`src/rtl/pen_pkg.sv`:
```
// pen_pkg: types and constants shared by the light-pen locator.
//   GRID_W / GRID_H : LED matrix dimensions in pixels
//   coord_t         : row or column index into the matrix
//   pen_state_t     : locator FSM states (encoding is visible on the debug LEDs)
//   coord_eq        : compares two (row, col) pairs
package pen_pkg;

    localparam int GRID_W  = 8;
    localparam int GRID_H  = 8;
    localparam int COORD_W = $clog2((GRID_W > GRID_H) ? GRID_W : GRID_H);

    typedef logic [COORD_W-1:0] coord_t;

    typedef enum logic [1:0] {
        IDLE = 2'd0,
        CAND = 2'd1,
        DOWN = 2'd2
    } pen_state_t;

    function automatic logic coord_eq(input coord_t a_row, input coord_t a_col,
                                      input coord_t b_row, input coord_t b_col);
        return (a_row == b_row) && (a_col == b_col);
    endfunction

endpackage

```
`src/rtl/pen_sync.sv`:
```
// pen_sync: two-flop synchronizer for a single asynchronous input.
//   clk_i   : destination clock
//   rst_i   : synchronous reset, active-high; both flops load RST_VAL
//   d_i     : asynchronous input
//   q_o     : synchronized output, two clk_i cycles behind d_i
module pen_sync #(
    parameter logic RST_VAL = 1'b1
) (
    input  logic clk_i,
    input  logic rst_i,
    input  logic d_i,
    output logic q_o
);

    logic meta_q;
    logic sync_q;

    // Two-stage shift register that resolves metastability on d_i.
    always_ff @(posedge clk_i) begin
        if (rst_i) begin
            meta_q <= RST_VAL;
            sync_q <= RST_VAL;
        end else begin
            meta_q <= d_i;
            sync_q <= meta_q;
        end
    end

    assign q_o = sync_q;

endmodule

```
`src/rtl/pen_locator.sv`:
```
// pen_locator: turns the raw light-pen input into confirmed 8x8 pixel hits.
//   clk, rst          : clock and synchronous active-high reset
//   pen_n             : raw phototransistor pin, active-low, asynchronous
//   slot_valid        : pulse on the last cycle of each lit pixel slot
//   scan_row/scan_col : coordinate of that slot
//   frame_end         : pulse after the last slot of a frame
//   hit_valid         : one-cycle pulse announcing a new confirmed coordinate
//   hit_row/hit_col   : last confirmed coordinate, held between pulses
//   pen_down          : level, pen resting on a lit pixel
//   state_o           : FSM state (IDLE=0, CAND=1, DOWN=2)
module pen_locator
    import pen_pkg::*;
#(
    parameter int CONFIRM_FRAMES = 2,
    parameter int LIFT_FRAMES    = 3
) (
    input  logic       clk,
    input  logic       rst,
    input  logic       pen_n,
    input  logic       slot_valid,
    input  logic [2:0] scan_row,
    input  logic [2:0] scan_col,
    input  logic       frame_end,
    output logic       hit_valid,
    output logic [2:0] hit_row,
    output logic [2:0] hit_col,
    output logic       pen_down,
    output logic [1:0] state_o
);

    localparam int CW = $clog2(CONFIRM_FRAMES + 1);
    localparam int MW = $clog2(LIFT_FRAMES + 1);
    localparam logic [CW-1:0] CONF_MAX = CW'(CONFIRM_FRAMES);
    localparam logic [MW-1:0] MISS_MAX = MW'(LIFT_FRAMES);
    localparam logic [CW-1:0] CONF_ONE = CW'(1);
    localparam logic [MW-1:0] MISS_ONE = MW'(1);

    logic       pen_sync_s;
    logic       pen_s;
    logic       slot_hit_s;
    logic       eval_s;
    logic       eval_hit_s;
    coord_t     eval_row_s;
    coord_t     eval_col_s;
    logic       cand_match_s;
    logic       same_as_last_s;
    logic       confirm_s;
    logic       lift_s;
    logic [CW-1:0] conf_next_s;
    logic [MW-1:0] miss_next_s;

    pen_state_t state_q, state_d;
    logic       frame_hit_q, frame_hit_d;
    coord_t     frame_row_q, frame_row_d;
    coord_t     frame_col_q, frame_col_d;
    logic       armed_q, armed_d;
    coord_t     cand_row_q, cand_row_d;
    coord_t     cand_col_q, cand_col_d;
    logic [CW-1:0] conf_cnt_q, conf_cnt_d;
    logic [MW-1:0] miss_cnt_q, miss_cnt_d;
    logic       hit_valid_q, hit_valid_d;
    coord_t     hit_row_q, hit_row_d;
    coord_t     hit_col_q, hit_col_d;
    logic       pen_down_q, pen_down_d;

    // Synchronizer idles high so reset looks like "pen not seeing light".
    pen_sync #(.RST_VAL(1'b1)) u_sync (
        .clk_i (clk),
        .rst_i (rst),
        .d_i   (pen_n),
        .q_o   (pen_sync_s)
    );

    assign pen_s      = ~pen_sync_s;
    assign slot_hit_s = slot_valid & pen_s;

    // A slot coinciding with frame_end still belongs to the frame being judged,
    // so it is merged in here instead of going through the capture registers.
    assign eval_s     = frame_end & armed_q;
    assign eval_hit_s = frame_hit_q | slot_hit_s;
    assign eval_row_s = frame_hit_q ? frame_row_q : scan_row;
    assign eval_col_s = frame_hit_q ? frame_col_q : scan_col;

    // A zero count means no candidate is held, so coordinates alone do not match.
    assign cand_match_s   = (conf_cnt_q != {CW{1'b0}}) &&
                            coord_eq(eval_row_s, eval_col_s, cand_row_q, cand_col_q);
    assign same_as_last_s = coord_eq(eval_row_s, eval_col_s, hit_row_q, hit_col_q);
    assign conf_next_s    = !cand_match_s ? CONF_ONE :
                            (conf_cnt_q >= CONF_MAX) ? CONF_MAX : conf_cnt_q + CONF_ONE;
    assign miss_next_s    = (miss_cnt_q >= MISS_MAX) ? MISS_MAX : miss_cnt_q + MISS_ONE;
    assign confirm_s      = (conf_next_s >= CONF_MAX);
    assign lift_s         = (miss_next_s >= MISS_MAX);

    // Frame capture: first pen sample in scan order wins; frame_end rearms it.
    always_comb begin
        frame_hit_d = frame_hit_q;
        frame_row_d = frame_row_q;
        frame_col_d = frame_col_q;
        armed_d     = armed_q;
        if (frame_end) begin
            frame_hit_d = 1'b0;
            armed_d     = 1'b1;
        end else if (slot_hit_s && !frame_hit_q) begin
            frame_hit_d = 1'b1;
            frame_row_d = scan_row;
            frame_col_d = scan_col;
        end else begin
            frame_hit_d = frame_hit_q;
        end
    end

    // Next-state logic, stepped once per armed frame_end.
    always_comb begin
        state_d = state_q;
        if (eval_s) begin
            case (state_q)
                IDLE, CAND: begin
                    if (eval_hit_s) begin
                        state_d = confirm_s ? DOWN : CAND;
                    end else begin
                        state_d = IDLE;
                    end
                end
                DOWN: begin
                    if (!eval_hit_s && lift_s) begin
                        state_d = IDLE;
                    end else begin
                        state_d = DOWN;
                    end
                end
                default: state_d = IDLE;
            endcase
        end else begin
            state_d = state_q;
        end
    end

    // Datapath and output next values: candidate tracking, counters, report.
    always_comb begin
        cand_row_d  = cand_row_q;
        cand_col_d  = cand_col_q;
        conf_cnt_d  = conf_cnt_q;
        miss_cnt_d  = miss_cnt_q;
        hit_valid_d = 1'b0;
        hit_row_d   = hit_row_q;
        hit_col_d   = hit_col_q;
        pen_down_d  = pen_down_q;
        if (eval_s) begin
            case (state_q)
                IDLE, CAND: begin
                    if (eval_hit_s && confirm_s) begin
                        cand_row_d  = eval_row_s;
                        cand_col_d  = eval_col_s;
                        conf_cnt_d  = {CW{1'b0}};
                        miss_cnt_d  = {MW{1'b0}};
                        hit_valid_d = 1'b1;
                        hit_row_d   = eval_row_s;
                        hit_col_d   = eval_col_s;
                        pen_down_d  = 1'b1;
                    end else if (eval_hit_s) begin
                        cand_row_d = eval_row_s;
                        cand_col_d = eval_col_s;
                        conf_cnt_d = conf_next_s;
                    end else begin
                        conf_cnt_d = {CW{1'b0}};
                        miss_cnt_d = {MW{1'b0}};
                    end
                end
                DOWN: begin
                    if (eval_hit_s && same_as_last_s) begin
                        // Pen still on the reported pixel: refresh, never re-announce.
                        miss_cnt_d = {MW{1'b0}};
                        conf_cnt_d = {CW{1'b0}};
                    end else if (eval_hit_s && confirm_s) begin
                        cand_row_d  = eval_row_s;
                        cand_col_d  = eval_col_s;
                        conf_cnt_d  = {CW{1'b0}};
                        miss_cnt_d  = {MW{1'b0}};
                        hit_valid_d = 1'b1;
                        hit_row_d   = eval_row_s;
                        hit_col_d   = eval_col_s;
                        pen_down_d  = 1'b1;
                    end else if (eval_hit_s) begin
                        cand_row_d = eval_row_s;
                        cand_col_d = eval_col_s;
                        conf_cnt_d = conf_next_s;
                        miss_cnt_d = {MW{1'b0}};
                    end else if (lift_s) begin
                        pen_down_d = 1'b0;
                        conf_cnt_d = {CW{1'b0}};
                        miss_cnt_d = {MW{1'b0}};
                    end else begin
                        miss_cnt_d = miss_next_s;
                    end
                end
                default: begin
                    conf_cnt_d = {CW{1'b0}};
                    miss_cnt_d = {MW{1'b0}};
                    pen_down_d = 1'b0;
                end
            endcase
        end else begin
            hit_valid_d = 1'b0;
        end
    end

    // FSM state register.
    always_ff @(posedge clk) begin
        if (rst) begin
            state_q <= IDLE;
        end else begin
            state_q <= state_d;
        end
    end

    // Frame capture, datapath and output registers.
    always_ff @(posedge clk) begin
        if (rst) begin
            frame_hit_q <= 1'b0;
            frame_row_q <= 3'd0;
            frame_col_q <= 3'd0;
            armed_q     <= 1'b0;
            cand_row_q  <= 3'd0;
            cand_col_q  <= 3'd0;
            conf_cnt_q  <= {CW{1'b0}};
            miss_cnt_q  <= {MW{1'b0}};
            hit_valid_q <= 1'b0;
            hit_row_q   <= 3'd0;
            hit_col_q   <= 3'd0;
            pen_down_q  <= 1'b0;
        end else begin
            frame_hit_q <= frame_hit_d;
            frame_row_q <= frame_row_d;
            frame_col_q <= frame_col_d;
            armed_q     <= armed_d;
            cand_row_q  <= cand_row_d;
            cand_col_q  <= cand_col_d;
            conf_cnt_q  <= conf_cnt_d;
            miss_cnt_q  <= miss_cnt_d;
            hit_valid_q <= hit_valid_d;
            hit_row_q   <= hit_row_d;
            hit_col_q   <= hit_col_d;
            pen_down_q  <= pen_down_d;
        end
    end

    assign hit_valid = hit_valid_q;
    assign hit_row   = hit_row_q;
    assign hit_col   = hit_col_q;
    assign pen_down  = pen_down_q;
    assign state_o   = state_q;

endmodule

```
`config.mk`:
```
export PLATFORM = sky130hd
export DESIGN_NAME = pen_locator
export DESIGN_NICKNAME = d
export VERILOG_FILES = /design/src/rtl/pen_pkg.sv /design/src/rtl/pen_sync.sv /design/src/rtl/pen_locator.sv
export SDC_FILE = /design/constraint.sdc
export NUM_CORES = 1
export LEC_CHECK = 0
export BUFFER_PORTS_ARGS = -buffer_cell sky130_fd_sc_hd__buf_2
export CORE_AREA = 2 2 56 58
export DETAILED_ROUTE_END_ITERATION = 6
export DIE_AREA = 0 0 58 60
export PLACE_DENSITY = 0.73
export SLEW_MARGIN = 20
export SYNTH_ARGS = -nofsm -noshare
export SYNTH_HDL_FRONTEND = slang
export SYNTH_SLANG_ARGS = --single-unit
```
`constraint.sdc`:
```
create_clock -name clk -period 2.3 [get_ports clk]
set_input_delay 0.115 -clock clk [delete_from_list [all_inputs] [get_ports clk]]
set_output_delay 0.115 -clock clk [all_outputs]
set_load 0.05 [all_outputs]
```
==> results of run 1 <==
==> report_power, final <==
part / internal (W) / switching [W]
clock network: 0.000209 / 0.000181
registers: 0.000526 / 0.00000645
logic: 0.0000404 / 0.0000618
total: 0.000775 / 0.000249
==> final timing paths <==
check,startpoint,end
worst max-delay path,frame_hit_q,hit_row[0]
worst min-delay path,frame_end,frame_hit_q
worst max register to register,frame_hit_q,hit_row[0]
worst min register to register,u_sync.meta_q,u_sync.q_o
==> registers in the layout, summed over array words and instances, names as in the netlist <==
register,cells
armed_q,1
cand_col_q,3
cand_row_q,3
conf_cnt_q,2
frame_col_q,3
frame_hit_q,1
frame_row_q,3
hit_col,3
hit_row,3
hit_valid,1
miss_cnt_q,2
pen_down,1
state_o,2
u_sync.meta_q,1
u_sync.q_o,1
==> metal layers <==
| layer | vias to the layer above | part of all wire |
|---|---|---|
| met5 | - | 0 |
| met4 | 0 | 0.0075 |
| met3 | 2 | 0.042 |
| met2 | 23 | 0.51 |
| met1 | 593 | 0.44 |
| li1 | 603 | - |
==> critical path, delay by kind of cell (launching register included) <==
family                    cells  cell delay, ps
buffers and inverters         2             360
xor gates and xnor gates      1             150
and+or+nand+nor               2             560
muxes                         1             280
DFF                           1             440
AOI/OAI and AO/OA             2             260
==> area by class of cell <==
cell class	count	share of cell area
multi-input combinational	111	0.487
sequential	30	0.344
timing repair buffer	29	0.0968
tap	33	0.0235
clock buffer	8	0.0448
inverter	2	0.00427
==> metrics by stage <==
step	setup slack (ps)	cell area (µm²)
2_1_floorplan	339	1530
3_3_place_gp	56.9	1660
3_5_place_dp	-45.3	1660
4_1_cts	82.7	1750
5_1_grt	45.6	1760
6_report	177	1760
==> logic make-up (layout without fill, tap and decap cells) <==
group                     Yosys count  in the layout  synth area share
xor gates and xnor gates            8              8            0.0458
and+or+nand+nor                    52             52             0.197
muxes                              13             13             0.117
AOI/OAI and AO/OA                  38             38             0.196
buffers and inverters              11             39            0.0516
DFF                                30             30             0.393
==> layout by cell type (no fill, tap or decap), types with 2 or more instances in the layout <==
cell | netlist | routed
a211oi_1 | 5 | 5
a211oi_2 | 9 | 9
a21oi_1 | 11 | 11
a31oi_1 | 2 | 2
and2_1 | 3 | 3
buf_2 | 0 | 20
buf_4 | 0 | 8
clkbuf_4 | 0 | 5
clkbuf_8 | 0 | 3
dfxtp_1 | 30 | 29
inv_1 | 2 | 2
mux2i_1 | 7 | 7
mux2i_2 | 3 | 3
mux2i_4 | 3 | 3
nand2_1 | 4 | 4
nand2b_1 | 4 | 4
nand3_1 | 3 | 3
nor2_1 | 21 | 21
nor2b_1 | 4 | 4
nor3_1 | 3 | 3
o21ai_0 | 3 | 3
or2_2 | 2 | 2
xnor2_1 | 7 | 7
==> timing repair <==
item | 4_1_cts | 5_1_grt
hold buffers | 1 | 0
endpoints found under the setup margin | 12 | 9
hold endpoints to repair | 1 | 0
resized for setup | 1 | 2
==> results.sh, run 1 <==
export IMPL_cts_tree="built"
export IMPL_synth_seq_cells=30
export IMPL_crit_required_ps=2550
export IMPL_yosys_warnings=0
export IMPL_num_rows=20
export IMPL_vdd_ir_drop_max_uv=406
export IMPL_fin_cells=213
export IMPL_num_io_pins=21
export IMPL_crit_path_frequent_cell="buf_4"
export IMPL_synth_common_cells="dfxtp_1 (30), nor2_1 (21), a21oi_1 (11)"
export IMPL_cts_root_buf="clkbuf_4"
export IMPL_remaining_drc_errors=0
export IMPL_syn_inst=152
export IMPL_wl_per_cell_um=15.0
export IMPL_maxSlewViolCount=0
export IMPL_tightestPinTransition_ps=624
export IMPL_finalClockSkew_ps=8.95
export IMPL_antenna_cells=0
export IMPL_cts_setup_buffers=0
export IMPL_status="completed"
export IMPL_die_area_um2=3480
export IMPL_crit_fanout=7
export IMPL_cp_end_kind="flip-flop"
export IMPL_coreArea_um2=2900
export IMPL_cts_buffers=5
export IMPL_gr_usage_met1=0.241
export IMPL_portBuffers=20
export IMPL_path_class="flip-flop to flip-flop"
export IMPL_hold_viol=0
export IMPL_start_kind="flip-flop"
export IMPL_multi_input_area_um2=856
export IMPL_fin_util=0.606
export IMPL_num_vias=1221
export IMPL_cellPowerDensity_nw_per_um2=583
export IMPL_synthFlopType="dfxtp_1"
export IMPL_htreeDepth=2
export IMPL_grtUsageMet2=0.372
export IMPL_cp_slowest_cell="dfxtp_4"
export IMPL_whs_ps=20.3
export IMPL_period_share=0.923
export IMPL_firstDrtPassIters=4
export IMPL_yosysTopAreaCell="dfxtp_1"
export IMPL_fin_setup_tns_ps=0
export IMPL_placedCellCount=204
export IMPL_crit_chain="buf_4 > mux2i_2 > xnor2_1 > nor3_1 > and2_1 > buf_4 > a21oi_1 > a211oi_2"
export IMPL_min_path_cells=2
export IMPL_nets=190
export IMPL_post_synth_top_count_cell="dfxtp_1"
export IMPL_leakage_nw=0.638
export IMPL_grt_overflow_total=0
export IMPL_clockBufferDepth=2
export IMPL_ys_top_cells_by_area="dfxtp_1 (39%), a211oi_2 (7.4%), nor2_1 (5.2%)"
export IMPL_grt_max_degree=31
export IMPL_clk_pin_slew_ps=100
export IMPL_area_delta_synth_final_pct=15.0
export IMPL_initial_core_util=0.527
export IMPL_rrSetupSlack_ps=180
export IMPL_synthesis_area_um2=1530
export IMPL_grt_pass1_wl_um=5440
export IMPL_grt_busiest_layer="met2"
export IMPL_worstPathArrival_ps=2370
export IMPL_hold_path_class="primary input to flip-flop"
export IMPL_synth_area_per_cell_um2=10.1
export IMPL_synth_edff_count=0
export IMPL_max_cap_viol_count=0
export IMPL_die_y_um=60
export IMPL_antenna_found_initial=0
export IMPL_synthArstFlopShare=0
export IMPL_fill_cells=259
export IMPL_drtIter0Drc=40
export IMPL_cp_slowest_stage_delay_ps=440
export IMPL_r2r_cells=8
export IMPL_seq_area_um2=604
export IMPL_netlist_area_leader_share=0.393
export IMPL_dp_hpwl_um=2420
export IMPL_slew_headroom=0.582
export IMPL_via_per_inst=5.73
export IMPL_layout_drive_gt1_share=0.333
export IMPL_seq_area_frac_synth=0.393
export IMPL_fmax_mhz=471
export IMPL_synth_distinct_cells=39
export IMPL_dieWidth_um=58
export IMPL_gp_congestion=0.866
export IMPL_clk_latency_ps=330
export IMPL_wl_um=3190
export IMPL_track_usage=0.209
export IMPL_totalPowerFinal_w=0.00102
export IMPL_rsz0062_at_grt="no"
export IMPL_syn_num_nets=163
export IMPL_finalCriticalPeriod_ps=2120
export IMPL_grtUsageMet3=0.0649
export IMPL_cts_sink_count=30
export IMPL_setup_viol=0
export IMPL_grt_pass1_vias=1218
export IMPL_ant_nets=0
No activity file was read; power rests on OpenSTA's default activity.
==> inputs of run 2 (changes only) <==
--- a/config.mk
+++ b/config.mk
@@ -9,7 +9,7 @@
 export CORE_AREA = 2 2 56 58
 export DETAILED_ROUTE_END_ITERATION = 6
 export DIE_AREA = 0 0 58 60
-export PLACE_DENSITY = 0.73
+export PLACE_DENSITY = 0.75
 export SLEW_MARGIN = 20
 export SYNTH_ARGS = -nofsm -noshare
 export SYNTH_HDL_FRONTEND = slang
==> run 2 against run 1 <==
Clock-buffer cell count down 2. Power grew 17%. Critical path depth unchanged. Non-clock buffer count grew 3. Largest cell class unchanged. Combinational power grew 5%. Global-route usage up 0.50 points. Sequential cell count is the same. Clock power up 43%. Critical endpoint is now hit_col[2].
==> results.sh, run 2 (synthesis results as in run 1) <==
export IMPL_status="completed"
export IMPL_crit_chain="buf_4 > mux2i_2 > xnor2_1 > nor3_1 > and2_1 > buf_4 > a21oi_1 > a211oi_2"
export IMPL_cellPowerDensity_nw_per_um2=656
export IMPL_dp_hpwl_um=2400
export IMPL_cp_slowest_stage_delay_ps=430
export IMPL_maxSlewViolCount=0
export IMPL_wl_um=3300
export IMPL_start_kind="flip-flop"
export IMPL_firstDrtPassIters=4
export IMPL_setup_viol=0
export IMPL_hold_viol=0
export IMPL_ant_nets=0
export IMPL_grt_pass1_vias=1219
export IMPL_finalClockSkew_ps=15.8
export IMPL_hold_path_class="primary input to flip-flop"
export IMPL_cts_root_buf="clkbuf_4"
export IMPL_cp_slowest_cell="dfxtp_4"
export IMPL_layout_drive_gt1_share=0.339
export IMPL_max_cap_viol_count=0
export IMPL_grt_overflow_total=0
export IMPL_dp_worst_setup_slack_ps=-27.0
export IMPL_num_io_pins=21
export IMPL_grt_max_degree=31
export IMPL_fin_cells=216
export IMPL_crit_path_frequent_cell="buf_4"
export IMPL_final_common_cell="dfxtp_1"
export IMPL_cts_buffers=5
export IMPL_num_vias=1239
export IMPL_cp_end_kind="flip-flop"
export IMPL_fill_cells=238
export IMPL_cts_sink_count=30
export IMPL_initial_core_util=0.527
export IMPL_antenna_found_initial=0
export IMPL_coreArea_um2=2900
export IMPL_critPathTopFamily="simple AND/OR/NAND/NOR gates"
export IMPL_finalCriticalPeriod_ps=2120
export IMPL_track_usage=0.214
export IMPL_htreeDepth=2
export IMPL_wl_met2_um=1610
export IMPL_slew_headroom=0.581
export IMPL_clk_latency_ps=340
export IMPL_fmax_mhz=471
export IMPL_leakage_nw=0.666
export IMPL_num_rows=20
export IMPL_worst_slack_ps=179
export IMPL_routed_top_layer="met4"
export IMPL_crit_required_ps=2560
export IMPL_drt_met1_wl_um=1490
export IMPL_cts_tree="built"
export IMPL_nets=193
export IMPL_grt_pass1_wl_um=5580
export IMPL_worstPathArrival_ps=2380
export IMPL_gp_congestion=0.825
export IMPL_totalPowerFinal_w=0.00120
export IMPL_layout_common_cells="dfxtp_1 (29), nor2_1 (21), buf_2 (20)"
export IMPL_clk_pin_slew_ps=100
export IMPL_drtIter0Drc=37
export IMPL_die_y_um=60
export IMPL_path_class="flip-flop to flip-flop"
export IMPL_area_delta_synth_final_pct=19.3
export IMPL_rsz0062_at_grt="no"
export IMPL_wl_per_cell_um=15.3
export IMPL_portBuffers=20
export IMPL_dieWidth_um=58
export IMPL_crit_fanout=6
export IMPL_tightestPinTransition_ps=628
export IMPL_via_per_inst=5.74
export IMPL_fin_setup_tns_ps=0
export IMPL_whs_ps=40.6
export IMPL_die_area_um2=3480
export IMPL_antenna_cells=0
export IMPL_dr_wl_met3_um=130
export IMPL_worst_path_buf_inv=2
export IMPL_vdd_ir_drop_max_uv=574
export IMPL_remaining_drc_errors=0
export IMPL_clockBufferDepth=2
export IMPL_placedCellCount=206
export IMPL_period_share=0.922
-- run 2: cell count changes in the layout (fill, tap and decap cells not counted) --
cell	delta
bufinv_16	+2
buf_4	+2
clkbuf_8	-2
dlygate4sd3_1	+1
mux2i_2	-1
mux2i_4	+1
-- run 2: area by class of cell --
type | instances | area [µm²] | area share
Sequential cell | 30 | 604 | 0.331
Tap cell | 33 | 41.3 | 0.0226
Timing Repair Buffer | 32 | 195 | 0.107
Clock buffer | 6 | 51.3 | 0.0281
Inverter | 2 | 7.51 | 0.00412
Multi-Input combinational cell | 111 | 865 | 0.474
Clock inverter | 2 | 60.1 | 0.0329
-- run 2: what timing repair did --
action                                  4_1_cts  5_1_grt
resized for setup                             1        3
endpoints found under the setup margin        6        7
setup buffers                                 0        0
hold endpoints to repair                      2        0
hold buffers                                  2        0
gates cloned                                  0        0
-- run 2: worst paths after layout --
check	depth (start not counted)	startpoint	endpoint	slack, ps
worst min-delay path	3	scan_row[0]	frame_row_q[0]	40
worst min register to register	1	u_sync.meta_q	u_sync.q_o	420
worst max register to register	8	frame_hit_q	hit_col[2]	180
worst max-delay path	8	frame_hit_q	hit_col[2]	180
-- run 2: routing by layer --
metal / vias to the layer above / track usage
li1: 607 / -
met2: 29 / 0.370
met5: - / 0
met4: 0 / 0.0897
met3: 8 / 0.0455
met1: 595 / 0.257
-- run 2: power by group --
part	switching [W]	internal (W)	leakage (nW)
Clock	0.000190	0.000368	0.0585
Sequential	0.00000626	0.000526	0.244
Combinational	0.0000629	0.0000437	0.364
Total	0.000259	0.000938	0.666
-- run 2: per-stage QoR --
step           cell area (µm²)  utilization
4_1_cts                   1810        0.622
2_1_floorplan             1530            -
3_5_place_dp              1670        0.577
3_3_place_gp              1670        0.577
5_1_grt                   1820        0.628
6_report                  1820        0.628
-- run 2: worst register-to-register path, delay by kind of cell, from the launching register on --
kind | cells | cell delay [ps]
simple gates | 2 | 520
flops | 1 | 430
buf+inv | 2 | 350
mux | 1 | 310
compound gates | 2 | 280
xor+xnor | 1 | 150
